==> src/rtl/dmem_read_slave.sv <==
// Data-memory read slave: AR channel in, single-cycle SRAM reads, byte-aligned R responses.
// Up to two reads outstanding, returned in order through a 2-entry response FIFO.
module dmem_read_slave #(
  parameter  int XLEN        = 32,
  parameter  int DEPTH_WORDS = 1024,
  localparam int MEM_AW      = $clog2(DEPTH_WORDS)
) (
  input  logic              clk,
  input  logic              rstn,
  input  logic              i_arvalid,
  output logic              o_arready,
  input  logic [XLEN-1:0]   i_araddr,
  output logic              o_rvalid,
  input  logic              i_rready,
  output logic [XLEN-1:0]   o_rdata,
  output logic              o_rerr,
  output logic              o_mem_en,
  output logic [MEM_AW-1:0] o_mem_addr,
  input  logic [XLEN-1:0]   i_mem_rdata
);

  logic [1:0]      cnt;
  logic            ar_hs;
  logic            r_hs;
  logic            in_range;

  logic            if_v;
  logic            if_err;
  logic [1:0]      if_off;

  logic            push;
  logic            push_err;
  logic [XLEN-1:0] push_data;

  // Head (slot 0) drives the R channel; slot 1 queues behind it.
  logic            h_v;
  logic            h_err;
  logic [XLEN-1:0] h_data;
  logic            s_v;
  logic            s_err;
  logic [XLEN-1:0] s_data;
  logic            s_load;

  assign o_rvalid = h_v;
  assign o_rdata  = h_data;
  assign o_rerr   = h_err;

  // A pop in this cycle frees a credit, so a new read may be accepted even at cnt==2.
  assign r_hs      = h_v & i_rready;
  assign o_arready = rstn & ((cnt < 2'd2) | r_hs);
  assign ar_hs     = i_arvalid & o_arready;

  assign in_range   = (i_araddr >> (MEM_AW + 2)) == '0;
  assign o_mem_en   = ar_hs & in_range;
  assign o_mem_addr = i_araddr[MEM_AW+1:2];

  assign push      = if_v;
  assign push_err  = if_err;
  assign push_data = if_err ? '0 : (i_mem_rdata >> {if_off, 3'b000});

  // Slot 1 is written when the head stays occupied: push without pop, or push+pop with slot 1 full.
  assign s_load = push & h_v & (~r_hs | s_v);

  // NOTE: sequential state uses non-blocking assignments so every register samples pre-edge values.
  always_ff @(posedge clk) begin
    if (!rstn) begin
      cnt    <= 2'd0;
      if_v   <= 1'b0;
      if_err <= 1'b0;
      if_off <= 2'd0;
    end else begin
      unique case ({ar_hs, r_hs})
        2'b10:   cnt <= cnt + 2'd1;
        2'b01:   cnt <= cnt - 2'd1;
        default: cnt <= cnt;
      endcase
      if_v   <= ar_hs;
      if_err <= ~in_range;
      if_off <= i_araddr[1:0];
    end
  end

  always_ff @(posedge clk) begin
    if (!rstn) begin
      h_v    <= 1'b0;
      h_err  <= 1'b0;
      h_data <= '0;
      s_v    <= 1'b0;
    end else begin
      unique case ({r_hs, push})
        2'b01: begin
          if (!h_v) begin
            h_v    <= 1'b1;
            h_err  <= push_err;
            h_data <= push_data;
          end else begin
            s_v <= 1'b1;
          end
        end
        2'b10: begin
          if (s_v) begin
            h_err  <= s_err;
            h_data <= s_data;
            s_v    <= 1'b0;
          end else begin
            h_v <= 1'b0;
          end
        end
        2'b11: begin
          if (s_v) begin
            h_err  <= s_err;
            h_data <= s_data;
          end else begin
            h_err  <= push_err;
            h_data <= push_data;
          end
        end
        default: ;
      endcase
    end
  end

  // NOTE: slot 1 payload is never observed unless s_v is set, so it carries no reset.
  always_ff @(posedge clk) begin
    if (s_load) begin
      s_err  <= push_err;
      s_data <= push_data;
    end
  end

endmodule

==> config.mk <==
export PLATFORM = sky130hd
export DESIGN_NAME = dmem_read_slave
export DESIGN_NICKNAME = d
export VERILOG_FILES = /design/src/rtl/dmem_read_slave.sv
export SDC_FILE = /design/constraint.sdc
export NUM_CORES = 1
export LEC_CHECK = 0
export ABC_AREA = 1
export CAP_MARGIN = 20
export CORE_UTILIZATION = 48
export CTS_CLUSTER_SIZE = 24
export DETAILED_ROUTE_END_ITERATION = 8
export PLACE_DENSITY = 0.85
export SLEW_MARGIN = 40
export SYNTH_ARGS = -nofsm -noshare
export SYNTH_HDL_FRONTEND = slang
export SYNTH_SLANG_ARGS = --single-unit
==> constraint.sdc <==
create_clock -name clk -period 3.2 [get_ports clk]
set_input_delay 0.96 -clock clk [delete_from_list [all_inputs] [get_ports clk]]
set_output_delay 0.96 -clock clk [all_outputs]
set_load 0.01 [all_outputs]
== After elaboration in Yosys (flattened, before gate mapping) ==
Index checks and enable logic that the tools add are counted.
Word-level totals
  register bits after elaboration: 74
  input bits: 68
  output and inout port bits: 46
  logic and storage cells: 54
Cells by class
  $add $sub $neg: 2
  $lt $le $gt $ge: 1
  equal/unequal tests: 9
  shifts and indexed selects: 1
  muxes and demuxes: 14
  bitwise gates (word level): 10
  reductions and logical operators: 7
Operator list (number)
  32-bit 2-to-1 mux: 4
  32-bit case mux with 3 select lines: 1
  32-bit logical NOT: 1
  32-bit by 5-bit >> shifter with 32-bit output: 1
  2-bit != test (second input constant): 4
  1-bit AND: 6
  2-bit equality test (second input constant): 3
  1-bit 2-to-1 mux: 5
  2-bit by 1-bit equality test with 1-bit output (second input constant): 2
  1-bit case mux with 2 select lines: 2
  2-bit case mux with 2 select lines: 1
  2-bit AND reduction: 2
  2-bit nonzero test: 2
  1-bit case mux with 3 select lines: 1
  3-bit AND reduction: 1
  3-bit nonzero test: 1
  2-bit by 1-bit adder with 2-bit output (second input constant): 1
  2-bit less-than comparator (second input constant): 1
  1-bit inverter: 2
  1-bit bitwise OR: 2
  2-bit by 1-bit subtractor with 2-bit output (second input constant): 1

== Logic depth before layout (Yosys ltp) ==
  word-level depth: 6
  mapped depth: 9
  depth with buffers taken out: 8

== Worst setup path before layout ==
Ideal clock, no wire load.
  path type: input port to flip-flop
  from: input port i_rready
  to: register s_data[0], enable pin
  library setup time: 0.423 ns
  arrival: 2.494 ns
  path slack: 0.283 ns
  stages on the path: 3
  path buffers: 0
  cell sequence: inv_1 -> o21ai_0 -> nor2_1
On the way
  longest elaborated chain between the ends: 4
Ends and longest elaborated chain
  from (decl): RTL line 14  | input logic i_rready,
  1-bit AND: RTL line 49  | assign r_hs = h_v & i_rready;
  1-bit inverter: RTL line 62  | assign s_load = push & h_v & (~r_hs | s_v);
  1-bit bitwise OR: RTL line 62
  1-bit AND: RTL line 62
  via s_load: RTL line 42  | logic s_load;
  to (signal assigned): RTL line 127  | s_data <= push_data;
  to (decl): RTL line 41  | logic [XLEN-1:0] s_data;
The timed path passes the listed nets, and every way through them passes these cells.
A chain may end at the register's enable or synchronous reset.

== Worst setup path in the final report ==
  from: input port i_rready
  to: output port o_arready
On the way
  longest elaborated chain between the ends: 3
Ends and longest elaborated chain
  1-bit AND: RTL line 49
  1-bit bitwise OR: RTL line 50  | assign o_arready = rstn & ((cnt < 2'd2) | r_hs);
  1-bit AND: RTL line 50
  to (decl): RTL line 11  | output logic o_arready,
Every way passes these cells.

==> metrics.csv <==
stage;metric;value;unit
outcome;outcome;completed;
timing;Final Max Slew Viols;0;
setup_path;CP endpoint kind;output pin;
floorplanning;initial core utilization;50.82;%
setup_path;CP Max Fanout;2;
place;placed insts;746;
clock_tree;Reg clk slew, reported paths;90;ps
layout;Fillers;659;
timing;Final setup viols;0;
timing;Tcrit/Tclk final;94.20;%
floorplanning;Core Box Area;0.007888;mm2
global_routing;vias in the first global route;3699;
layout;Antenna diodes;0;
global_routing;met3 Use GR;3.740;%
timing;Worst Skew;12.00;ps
layout;most common cell after layout, fill and taps aside;nand2_1;
floorplanning;die area;0.008721;mm2
pwr;Final Power;2.154;mW
clock_tree;H-tree depth;3;
drt;Detail Route Antenna Nets;0;
timing;minimum clock period;3014;ps
drt;wire length per cell;12.71;um
clock_tree;hold-fix buffers at CTS;0;
global_routing;largest net degree at the start of global routing;37;
global_routing;number of antenna violations at the first check in global routing;0;
drt;Vias/cell;4.932;
global_routing;Total GRT Usage;24.14;%
setup_path;type of element launching the critical path;input pin;
pwr;sequential share of power;49.0;%
floorplanning;die height;93.39;um
timing;unrepaired setup endpoints after global routing;false;
clock_tree;CTS Buf Count;9;
setup_path;kind of critical path;in -> out;
global_routing;busiest grt layer;met2;
layout;layout cells sized above 1;7.273;%
clock_tree;CTS max path bufs;2;
place;gpl congestion;0.8858;
layout;Syn-to-layout area delta;26.97;%
timing;FMAX;0.3317;GHz
global_routing;routing usage on met2;41.30;%
layout;post-layout util;64.53;%
layout;commonest non-fill, non-tap cells in the layout;195 x nand2_1, 95 x nor2_1, 91 x inv_1, 91 x clkdlybuf4s50_1, 41 x dfxtp_1;
drt;DRT iter0 DRCs;243;
synthesis;synthesized flop and latch total;74;
clock_tree;Resized cells post-CTS;3;
worst_hold_path;Hold WC Path Type;reg -> reg;
pwr;Power Density;423.2;mW/mm2
clock_tree;CTS root buf;clkbuf_8;
clock_tree;Post-CTS Setup Bufs;0;
floorplanning;IO Count;114;
setup_path;crit path DAT;2050;ps
synthesis;register area share after synthesis;45.19;%
synthesis;YS warnings;0;
floorplanning;die span in x;93.39;um
timing;Worst slew margin;60.41;%
pwr;logic gate share of total power;19.0;%
place;HPWL Detailed;6943;um
drt;Final Routed Wirelength;9687;um
pwr;power share of the clock group;32.0;%
clock_tree;CTS tree;built;
synthesis;Mapped Cells;575;
synthesis;syn nets;644;
setup_path;Critical Path RT;2240;ps
timing;Final WS setup;185.7;ps
clock_tree;clk_lat worst skew;350;ps
flow_run;total of max-cap violations;0;
synthesis;count of different cell masters after synthesis;26;
layout;Final Non-Filler Cells;762;
clock_tree;CTS sink cnt;74;
timing;Worst Max-Slew Pin Slew;592.5;ps
synthesis;Avg Inst Size Synth;6.972;um2
drt;DRC Markers;0;
timing;Fin. Hold Viols;0;
pwr;Psw;0.5983;mW
drt;vias post-DR;3758;
floorplanning;Site Rows;32;
pwr;sw frac;27.78;%
pwr;Peak VDD IR;0.1810;mV
place;Port Buffers;93;
pwr;leakage;2.462;nW
pwr;Internal;1.556;mW
drt;first drt pass iteration count;5;
place;DP Worst Slack;-230.3;ps
global_routing;GR Layer Usage met1;28.66;%
global_routing;total gr overflow;0;
synthesis;Mapped Area;0.004009;mm2
layout;Layout Nets;724;
global_routing;first-pass GRT wire length;16400;um
-- sequential cells by signal (all words and copies together), names as in the netlist --
signal / flops
o_rdata: 32
s_data: 32
o_rvalid: 1
cnt: 2
if_off: 2
if_v: 1
o_rerr: 1
if_err: 1
s_v: 1
s_err: 1
-- cell usage after synthesis --
| cell | n | area, um2 |
|---|---|---|
| a21oi_1 | 20 | 100.1 |
| a21oi_2 | 8 | 70.07 |
| a21oi_4 | 1 | 16.27 |
| buf_1 | 1 | 3.750 |
| buf_2 | 7 | 35.03 |
| buf_4 | 15 | 112.6 |
| buf_6 | 8 | 90.09 |
| clkbuf_1 | 4 | 15.01 |
| dfxtp_1 | 41 | 820.8 |
| edfxtp_1 | 33 | 991.0 |
| ha_1 | 1 | 12.51 |
| inv_1 | 92 | 345.3 |
| inv_2 | 3 | 11.26 |
| nand2_1 | 195 | 732.0 |
| nand2_2 | 1 | 6.260 |
| nand2_4 | 1 | 11.26 |
| nand3_1 | 21 | 105.1 |
| nand4_1 | 3 | 18.77 |
| nor2_1 | 96 | 360.4 |
| nor2_2 | 1 | 6.260 |
| nor2_4 | 2 | 22.52 |
| nor3b_1 | 1 | 7.510 |
| o21ai_0 | 16 | 80.08 |
| o21ai_1 | 2 | 10.01 |
| o21ai_4 | 1 | 16.27 |
| xor2_1 | 1 | 8.760 |
-- final timing paths --
| path | start | to | slack [ps] | depth (start not counted) |
|---|---|---|---|---|
| max | i_rready | o_arready | 190 | 5 |
| min | cnt[0] | cnt[0] | 480 | 1 |
| max reg2reg | if_off[0] | o_rdata[18] | 1540 | 8 |
| min reg2reg | cnt[0] | cnt[0] | 480 | 1 |
-- area by class of cell --
type | count | area, um2 | area share [%]
clock inverter | 5 | 36.28 | 0.7129
tap | 102 | 127.6 | 2.507
multi-input combinational | 371 | 1590 | 31.24
sequential | 74 | 1812 | 35.59
clock buffer | 11 | 152.6 | 2.999
inverter | 95 | 356.6 | 7.006
timing repair buffer | 104 | 1015 | 19.94
-- per-stage QoR --
step           setup TNS (ps)  instance area [um2]  hold WS (ps)
3_5_place_dp           -355.2                 4903         465.9
4_1_cts                     0                 5094         479.9
2_1_floorplan               0                 4009         441.5
5_1_grt                     0                 5090         503.0
3_3_place_gp           -358.1                 4888         451.8
6_report                    0                 5090         483.8
-- worst max-delay path, cell delays in order --
cell	delay (ps)
clkdlybuf4s50_1	490
nand2_2	70
a21oi_2	150
buf_4	120
dlygate4sd2_1	260
-- power groups by stage --
stage	logic [mW]	registers, mW	clock network, mW
after global routing	0.456	1.06	0.740
after floorplan	0.221	1.09	0
final	0.408	1.06	0.689
after CTS	0.408	1.06	0.701
after detailed placement	0.405	1.08	0
after global placement	0.392	1.08	0
-- cell families after synthesis --
logic type | share of synthesized area [%]
and+or+nand+nor | 31.68
buffers and inverters | 15.29
xor gates and xnor gates | 0.2185
AOI/OAI and AO/OA | 7.304
DFF | 45.19
adders and majority gates | 0.3121
-- layer usage --
layer | vias to the layer above | part of all wire (%)
li1 | 1871 | -
met5 | - | 0
met4 | 0 | 3.3
met3 | 29 | 4.9
met1 | 1732 | 40
met2 | 126 | 52
No activity file was read; power rests on OpenSTA's default activity.
